[src/rtl/nn_argmax_reader.sv]
// nn_argmax_reader: streams per-class signed scores and reports the argmax digit on a held result handshake
module nn_argmax_reader #(
   parameter int NUM_CLASSES = 10,
   parameter int DATA_W      = 32,
   parameter int IDX_W       = 4
) (
   input  logic              clk,
   input  logic              rst,
   input  logic              score_valid,
   output logic              score_ready,
   input  logic [DATA_W-1:0] score_data,
   input  logic              score_last,
   output logic              result_valid,
   input  logic              result_ready,
   output logic [IDX_W-1:0]  result_digit,
   output logic [DATA_W-1:0] result_score,
   output logic              result_err
);
   typedef enum logic {SCAN, DONE} state_t;
   localparam logic [IDX_W-1:0] LAST_IDX = IDX_W'(NUM_CLASSES - 1);
   state_t                    r_state, w_state_nxt;
   logic [IDX_W-1:0]          r_count, r_idx, r_res_digit, w_idx_nxt;
   logic signed [DATA_W-1:0]  r_max, r_res_score, w_max_nxt;
   logic                      r_res_err;
   logic                      w_accept, w_first, w_gt, w_full, w_end, w_err;
   assign score_ready  = (r_state == SCAN) & ~rst;
   assign w_accept     = score_valid & score_ready;
   assign w_first      = r_count == '0;
   assign w_gt         = $signed(score_data) > r_max;
   assign w_full       = r_count == LAST_IDX;
   assign w_end        = w_accept & (score_last | w_full);
   // Any disagreement between the last flag and the beat count is a length error
   assign w_err        = score_last != w_full;
   assign w_max_nxt    = (w_first | w_gt) ? $signed(score_data) : r_max;
   assign w_idx_nxt    = w_first ? '0 : (w_gt ? r_count : r_idx);
   assign result_valid = r_state == DONE;
   assign result_digit = r_res_digit;
   assign result_score = r_res_score;
   assign result_err   = r_res_err;
   always_comb begin
      w_state_nxt = r_state;
      if (r_state == SCAN && w_end) w_state_nxt = DONE;
      if (r_state == DONE && result_ready) w_state_nxt = SCAN;
   end
   always_ff @(posedge clk) begin
      if (rst) begin
         r_state     <= SCAN;
         r_count     <= '0;
         r_idx       <= '0;
         r_max       <= '0;
         r_res_digit <= '0;
         r_res_score <= '0;
         r_res_err   <= 1'b0;
      end else begin
         r_state <= w_state_nxt;
         if (w_accept) begin
            r_count <= w_end ? '0 : r_count + IDX_W'(1);
            r_max   <= w_max_nxt;
            r_idx   <= w_idx_nxt;
         end
         // Result registers are separate so they stay put while the next frame scans
         if (w_end) begin
            r_res_digit <= w_idx_nxt;
            r_res_score <= w_max_nxt;
            r_res_err   <= w_err;
         end
      end
   end
endmodule

[config.mk]
export PLATFORM = sky130hd
export DESIGN_NAME = nn_argmax_reader
export DESIGN_NICKNAME = d
export VERILOG_FILES = /design/src/rtl/nn_argmax_reader.sv
export SDC_FILE = /design/constraint.sdc
export NUM_CORES = 1
export LEC_CHECK = 0
export BUFFER_PORTS_ARGS = -buffer_cell sky130_fd_sc_hd__buf_2
export CORE_AREA = 2 2 95 97
export CTS_BUF_LIST = sky130_fd_sc_hd__clkbuf_16
export DETAILED_ROUTE_END_ITERATION = 12
export DIE_AREA = 0 0 97 99
export GPL_TIMING_DRIVEN = 0
export PLACE_DENSITY = 0.76
export SLEW_MARGIN = 25
export SYNTH_ARGS = -nofsm -noshare
export SYNTH_HDL_FRONTEND = slang
export SYNTH_SLANG_ARGS = --single-unit
export TNS_END_PERCENT = 20
[constraint.sdc]
create_clock -name clk -period 2.6 [get_ports clk]
set_input_delay 0.65 -clock clk [delete_from_list [all_inputs] [get_ports clk]]
set_output_delay 0.65 -clock clk [all_outputs]
set_load 0.01 [all_outputs]
==> results of run 1 <==
[power by group]
| part | internal (W) | switching [W] |
|---|---|---|
| combinational | 0.000428 | 0.000586 |
| sequential | 0.00128 | 0.0000324 |
| clock | 0.000825 | 0.000492 |
| total | 0.00253 | 0.00111 |
[final cells by class]
class / count / area, µm² / area share (%)
Multi-Input combinational cell: 303 / 2790 / 48.4
Buffer: 40 / 264 / 4.57
Clock inverter: 6 / 78.8 / 1.37
Tap cell: 108 / 135 / 2.34
Timing Repair Buffer: 84 / 579 / 10.0
Sequential cell: 78 / 1560 / 27.1
Inverter: 36 / 135 / 2.34
Clock buffer: 9 / 225 / 3.90
[worst reg2reg max path, delay by kind of cell (launching register included)]
| family | cells | cell delay (ns) |
|---|---|---|
| compound gates | 5 | 0.68 |
| fa+ha+maj | 1 | 0.27 |
| buf+inv | 5 | 0.72 |
| flops | 1 | 0.33 |
| simple gates | 2 | 0.53 |
[kinds of logic (layout without fill, tap and decap cells)]
family,count (synthesis),in the layout,share of synthesized area (%)
flip-flops,78,78,36.4
AO/OA/AOI/OAI,167,167,33.4
buffers and inverters,76,175,8.28
XOR/XNOR,3,3,0.612
adder cells (fa/ha/maj),36,36,10.5
multiplexers,4,4,0.933
AND/OR/NAND/NOR,93,93,9.91
[cell usage in the layout, fill, tap and decap left out, types with 3 or more instances in the layout]
master / synthesis / layout
dfxtp_1: 78 / 76
buf_2: 11 / 71
nand2_1: 52 / 51
o211ai_1: 33 / 33
inv_1: 36 / 31
o311ai_1: 31 / 29
o31ai_1: 31 / 27
o211ai_2: 31 / 26
ha_4: 0 / 21
clkbuf_1: 20 / 17
a21oi_1: 17 / 15
ha_1: 36 / 15
nor2_1: 14 / 14
clkbuf_16: 0 / 13
buf_4: 1 / 10
buf_6: 1 / 8
inv_2: 0 / 6
o21ai_1: 4 / 6
nand4_1: 5 / 5
o211ai_4: 0 / 5
o31ai_2: 1 / 5
buf_12: 0 / 4
mux2i_1: 4 / 4
clkbuf_2: 0 / 3
nand3_1: 5 / 3
o311ai_2: 1 / 3
nor3_1: 3 / 3
a32o_1: 3 / 3
buf_1: 3 / 3
buf_8: 4 / 3
[worst max path at each step]
stage	cells after the start	start	end	slack [ns]
3_5_place_dp	10	score_data[27]	r_max[15]	-0.58
3_3_place_gp	10	score_data[27]	r_max[14]	-0.49
2_1_floorplan	11	score_data[6]	r_max[1]	0.003
6_report	13	score_data[27]	r_max[25]	-0.07
5_1_grt	13	score_data[24]	r_max[25]	-0.16
4_1_cts	12	score_data[1]	r_max[21]	-0.02
[metal layers]
metal | part of all wire [%] | vias up | global-route usage [%] | wire [µm]
met5 | 0 | - | 0 | 0
met4 | 3.0 | 0 | 10.7 | 393
met3 | 6.6 | 42 | 5.67 | 851
met2 | 48 | 167 | 41.8 | 6230
met1 | 42 | 1996 | 32.7 | 5410
li1 | - | 1923 | - | -
[what timing repair did]
item / CTS / global route
gates resized for setup: 17 / 66
gates cloned: 0 / 4
pin swaps: 7 / 16
hold buffers: 0 / 0
setup endpoints to repair: 67 / 67
setup buffers: 2 / 4
[state kept, by name, summed over array words and instances, names as in the netlist]
name          flops
result_digit      4
result_score     32
r_idx             4
result_err        1
r_max            32
result_valid      1
r_count           4
[per-stage QoR]
stage                     util [%]  hold slack (ns)  TNS [ns]  worst slack, ns  std cells
after floorplan                  -            0.456         0          0.00293        457
after global placement        57.9            0.435    -27.86           -0.488        639
after detailed placement      57.9            0.446    -32.96           -0.579        639
after CTS                     62.7            0.454   -0.0356          -0.0161        656
after global routing          67.5            0.479     -4.94           -0.164        664
final                         67.5            0.450    -0.248          -0.0668        664
==> metrics.txt, run 1 <==
status finished with violations; failing checks setup timing; layout cell share with drive strength beyond 1 36.0%; FP Rows 34; max-cap viol count 0; final hold violation count 0; CP Max Fanout 8; period utilization 103%; Post-Synthesis Net Count 530; share of synthesized registers carrying an async set or reset 0%; Worst Hold Class flip-flop to flip-flop; Reg2Reg Setup Slack -0.05 ns; core box area 8550 µm²; die width 97 µm; f_max 375 MHz; Register-to-Register Path Depth 13; WP buf/inv 5; HPWL Detailed 8.54 mm; Distinct cells, synth 48; Final WS setup -0.0668 ns; drt total wl 12.9 mm; worst slew pin tran 0.877 ns; worst skew pair latency 0.34 ns; final setup fails 13; via count 4128; Final Wtd Congestion 0.840; ANT cells 0; DRC errors left 0; Worst-path clk slew 0.06 ns; area leader, netlist dfxtp_1; hold_sp result_err; CTS sink cnt 78; share of Yosys cell area claimed by the top area cell type 36.4%; worst-path cell chain buf_8 > ha_4 > nand4_1 > nor4_4 > buf_4 > a2bb2oi_4 > a21o_1 > o211a_1 > buf_6 > buf_12 > clkbuf_16 > o211ai_2 > o31ai_1; final-stage net count 625; worst reg2reg startpoint r_max[26]; critical path class input pin to flip-flop; Top Ports 76; Placed Area 4950 µm²; H-tree levels 3; ys flop type dfxtp_1; CP Data Required Time 2.80 ns; pwr/cell area 630 nW/µm²; Synth Cell Area 4290 µm²; largest net degree at the start of global routing 13; Hold Path Sink result_err; vias in the first global route 3966; full die area 9600 µm²; syn avg cell area 9.39 µm²; Die Y 99 µm; register area share after synthesis 36.4%; Syn-to-layout area delta 34.5%; Via density 6.22; number of flops mapped to enable cells by yosys 0; first-pass GRT wire length 20.1 mm; CTS max path bufs 2; WL per Instance 19.4 µm; Worst EP arrival 2.87 ns; max-slew violations 0; Root Driver clkbuf_16; post-route cell area 5770 µm²; Top delay family on crit path buffers and inverters; router iterations before antenna repair 5; GRT overflow 0; IR drop worst, VDD 0.409 mV; CTS Buf Count 9; fillers 629; initial antenna violation count 0; Critical Path Sink Type flip-flop; reg2reg end r_max[25]; Area contributors post-synth dfxtp_1 36%, ha_1 10%, o211ai_2 9.0%; initial DRC count 230; crit path launch type input pin; Worst slew margin 41.6%; initial core utilization 50.2%; cell with the most instances after synthesis dfxtp_1; Leak Pwr 2.25 nW; Hold Path Depth 2; RSZ-0062 raised after global routing yes; Period minus WS final 2.67 ns; ANT nets after route 0; leading cell types by count after synthesis 78 x dfxtp_1, 52 x nand2_1, 36 x ha_1, 36 x inv_1, 33 x o211ai_1; critical path's slowest cell nor4_4; CTS tree done; Max stage delay on crit path 0.36 ns; Post-Syn Instances 457; Clock Skew 0.00676 ns; #FFs+latches synth 78; overall power 0.00364 W; Synth Warn # 0; GRT Overall Usage 25.6%; IO buf count 74
No activity file was read; power rests on OpenSTA's default activity.
==> run 2: changes to the inputs <==
==> constraint.sdc (replaced) <==
create_clock -name clk -period 2.6 [get_ports clk]
set_input_delay 0.52 -clock clk [delete_from_list [all_inputs] [get_ports clk]]
set_output_delay 0.52 -clock clk [all_outputs]
set_load 0.01 [all_outputs]
==> metrics.txt, run 2 (synthesis results as in run 1) <==
HPWL Detailed 8.35 mm (-2.2%); router iterations before antenna repair 5 (unchanged); Net Sw Frac 30.3% (-0.25 points); initial core utilization 50.2% (unchanged); largest net degree at the start of global routing 13 (unchanged); Gate power share 27.1% (-0.8 points); Root Driver clkbuf_16; commonest non-fill, non-tap cells in the layout 80 x buf_2, 73 x dfxtp_1, 51 x nand2_1; Top Ports 76 (unchanged); Via density 6.26 (+0.74%); Worst Hold Class input pin to flip-flop; full die area 9600 µm² (unchanged); Placed Area 4800 µm² (-3.0%); Die Y 99 µm (unchanged); first-pass GRT wire length 19.2 mm (-4.3%); CTS sink cnt 78 (unchanged); Post-CTS Hold Fix Bufs 0 (unchanged); register share of total power 36.4% (+0.5 points); WL per Instance 19.5 µm (+0.46%); period utilization 103% (+0.88 points); commonest non-fill, non-tap cell in the layout buf_2; register area 1570 µm² (+0.24%); post-route cell area 5570 µm² (-3.4%); failing checks setup timing; Final Wtd Congestion 0.837 (-0.39%); worst skew pair latency 0.34 ns (about the same); final-stage net count 623 (-0.32%); final setup fails 31 (+18); worst slew pin tran 0.759 ns (-0.117 ns); layout cell share with drive strength beyond 1 35.6% (-0.41 points); GRT Overall Usage 24.5% (-1.1 points); crit path launch type flip-flop; max-cap viol count 0 (unchanged); H-tree levels 3 (unchanged); Worst EP arrival 2.88 ns (about the same); Final WS setup -0.0896 ns (-0.0228 ns); ANT nets after route 0 (unchanged); drt total wl 12.9 mm (+0.16%); FP Rows 34 (unchanged); CP Data Required Time 2.79 ns (about the same); multi-input logic area 2670 µm² (-4.4%); CP Max Fanout 8 (unchanged); clock share of power 36.5% (+0.3 points); pwr/cell area 646 nW/µm² (+2.5%); Period minus WS final 2.69 ns (+0.0228 ns); max-slew violations 0 (unchanged); ANT cells 0 (unchanged); setup tns final -1.11 ns (-0.860 ns); die width 97 µm (unchanged); Worst slew margin 49.4% (+7.8 points); core box area 8550 µm² (unchanged); Critical Path Sink Type flip-flop; initial antenna violation count 0 (unchanged); Clock Skew 0.00921 ns (+0.00245 ns); CTS max path bufs 2 (unchanged); P_int 0.00251 W (-0.70%); initial DRC count 315 (+37%); GRT overflow 0 (unchanged); CTS Buf Count 9 (unchanged); final hold violation count 0 (unchanged); Reg2Reg Setup Slack -0.09 ns (-0.04 ns); Net Sw Power 0.00109 W (-1.9%); vias in the first global route 3883 (-2.1%); via count 4146 (+0.44%); CTS tree done; critical path class flip-flop to flip-flop; f_max 372 MHz (-0.85%); IR drop worst, VDD 0.371 mV (-9.5%); Syn-to-layout area delta 29.8%; DRC errors left 0 (unchanged); Leak Pwr 2.21 nW (-1.6%); IO buf count 74 (unchanged); Worst-path clk slew 0.06 ns (about the same); fillers 657 (+4.5%); RSZ-0062 raised after global routing yes; status finished with violations
-- run 2: power groups by stage --
stage,sequential [W],combinational [W],clock [W]
2_1_floorplan,0.00134,0.000492,0
3_3_place_gp,0.00133,0.000711,0
6_report,0.00131,0.000975,0.00131
4_1_cts,0.00130,0.000745,0.00131
5_1_grt,0.00132,0.00104,0.00138
3_5_place_dp,0.00133,0.000732,0
-- run 2: layout make-up --
cell class	count	share of cell area [%]
Timing Repair Buffer	82	8.98
Clock inverter	6	1.41
Inverter	36	2.47
Tap cell	108	2.42
Clock buffer	9	4.04
Multi-Input combinational cell	303	47.9
Sequential cell	78	28.1
Buffer	40	4.67
-- run 2: final timing paths --
check / from / to / cells after the start
setup / recovery: r_max[9] / r_max[19] / 12
hold / removal: result_ready / result_valid / 3
setup reg to reg: r_max[9] / r_max[19] / 12
hold reg to reg: result_err / result_err / 2
-- run 2: what timing repair did --
action	CTS	global route
gates cloned	0	4
setup endpoints to repair	31	72
pin swaps	0	19
setup buffers	0	4
resized for setup	3	61
-- run 2: stage by stage --
step | cells | hold slack, ns | worst slack (ns) | utilization (%) | power, W
finish | 662 | 0.448 | -0.0896 | 65.2 | 0.00360
global route | 662 | 0.471 | -0.148 | 65.2 | 0.00374
CTS | 654 | 0.447 | -0.0195 | 59.9 | 0.00336
detailed placement | 639 | 0.447 | -0.449 | 56.1 | 0.00206
global placement | 639 | 0.442 | -0.479 | 56.1 | 0.00204
floorplan | 457 | 0.456 | 0.0726 | - | 0.00183
-- run 2: critical path: stages (launching register included) --
cell	delay, ns
dfxtp_1	0.30
inv_1	0.16
ha_4	0.24
a21oi_2	0.15
o21a_1	0.14
o2bb2ai_1	0.08
o41a_2	0.53
o211a_1	0.23
buf_6	0.14
buf_12	0.15
buf_12	0.13
o211ai_2	0.17
o31ai_1	0.11
-- run 2: metal layers --
metal	share of wire (%)	track usage, %
met1	43	32.6
met2	48	39.1
met3	6.3	5.11
met4	2.6	9.43
met5	0	0
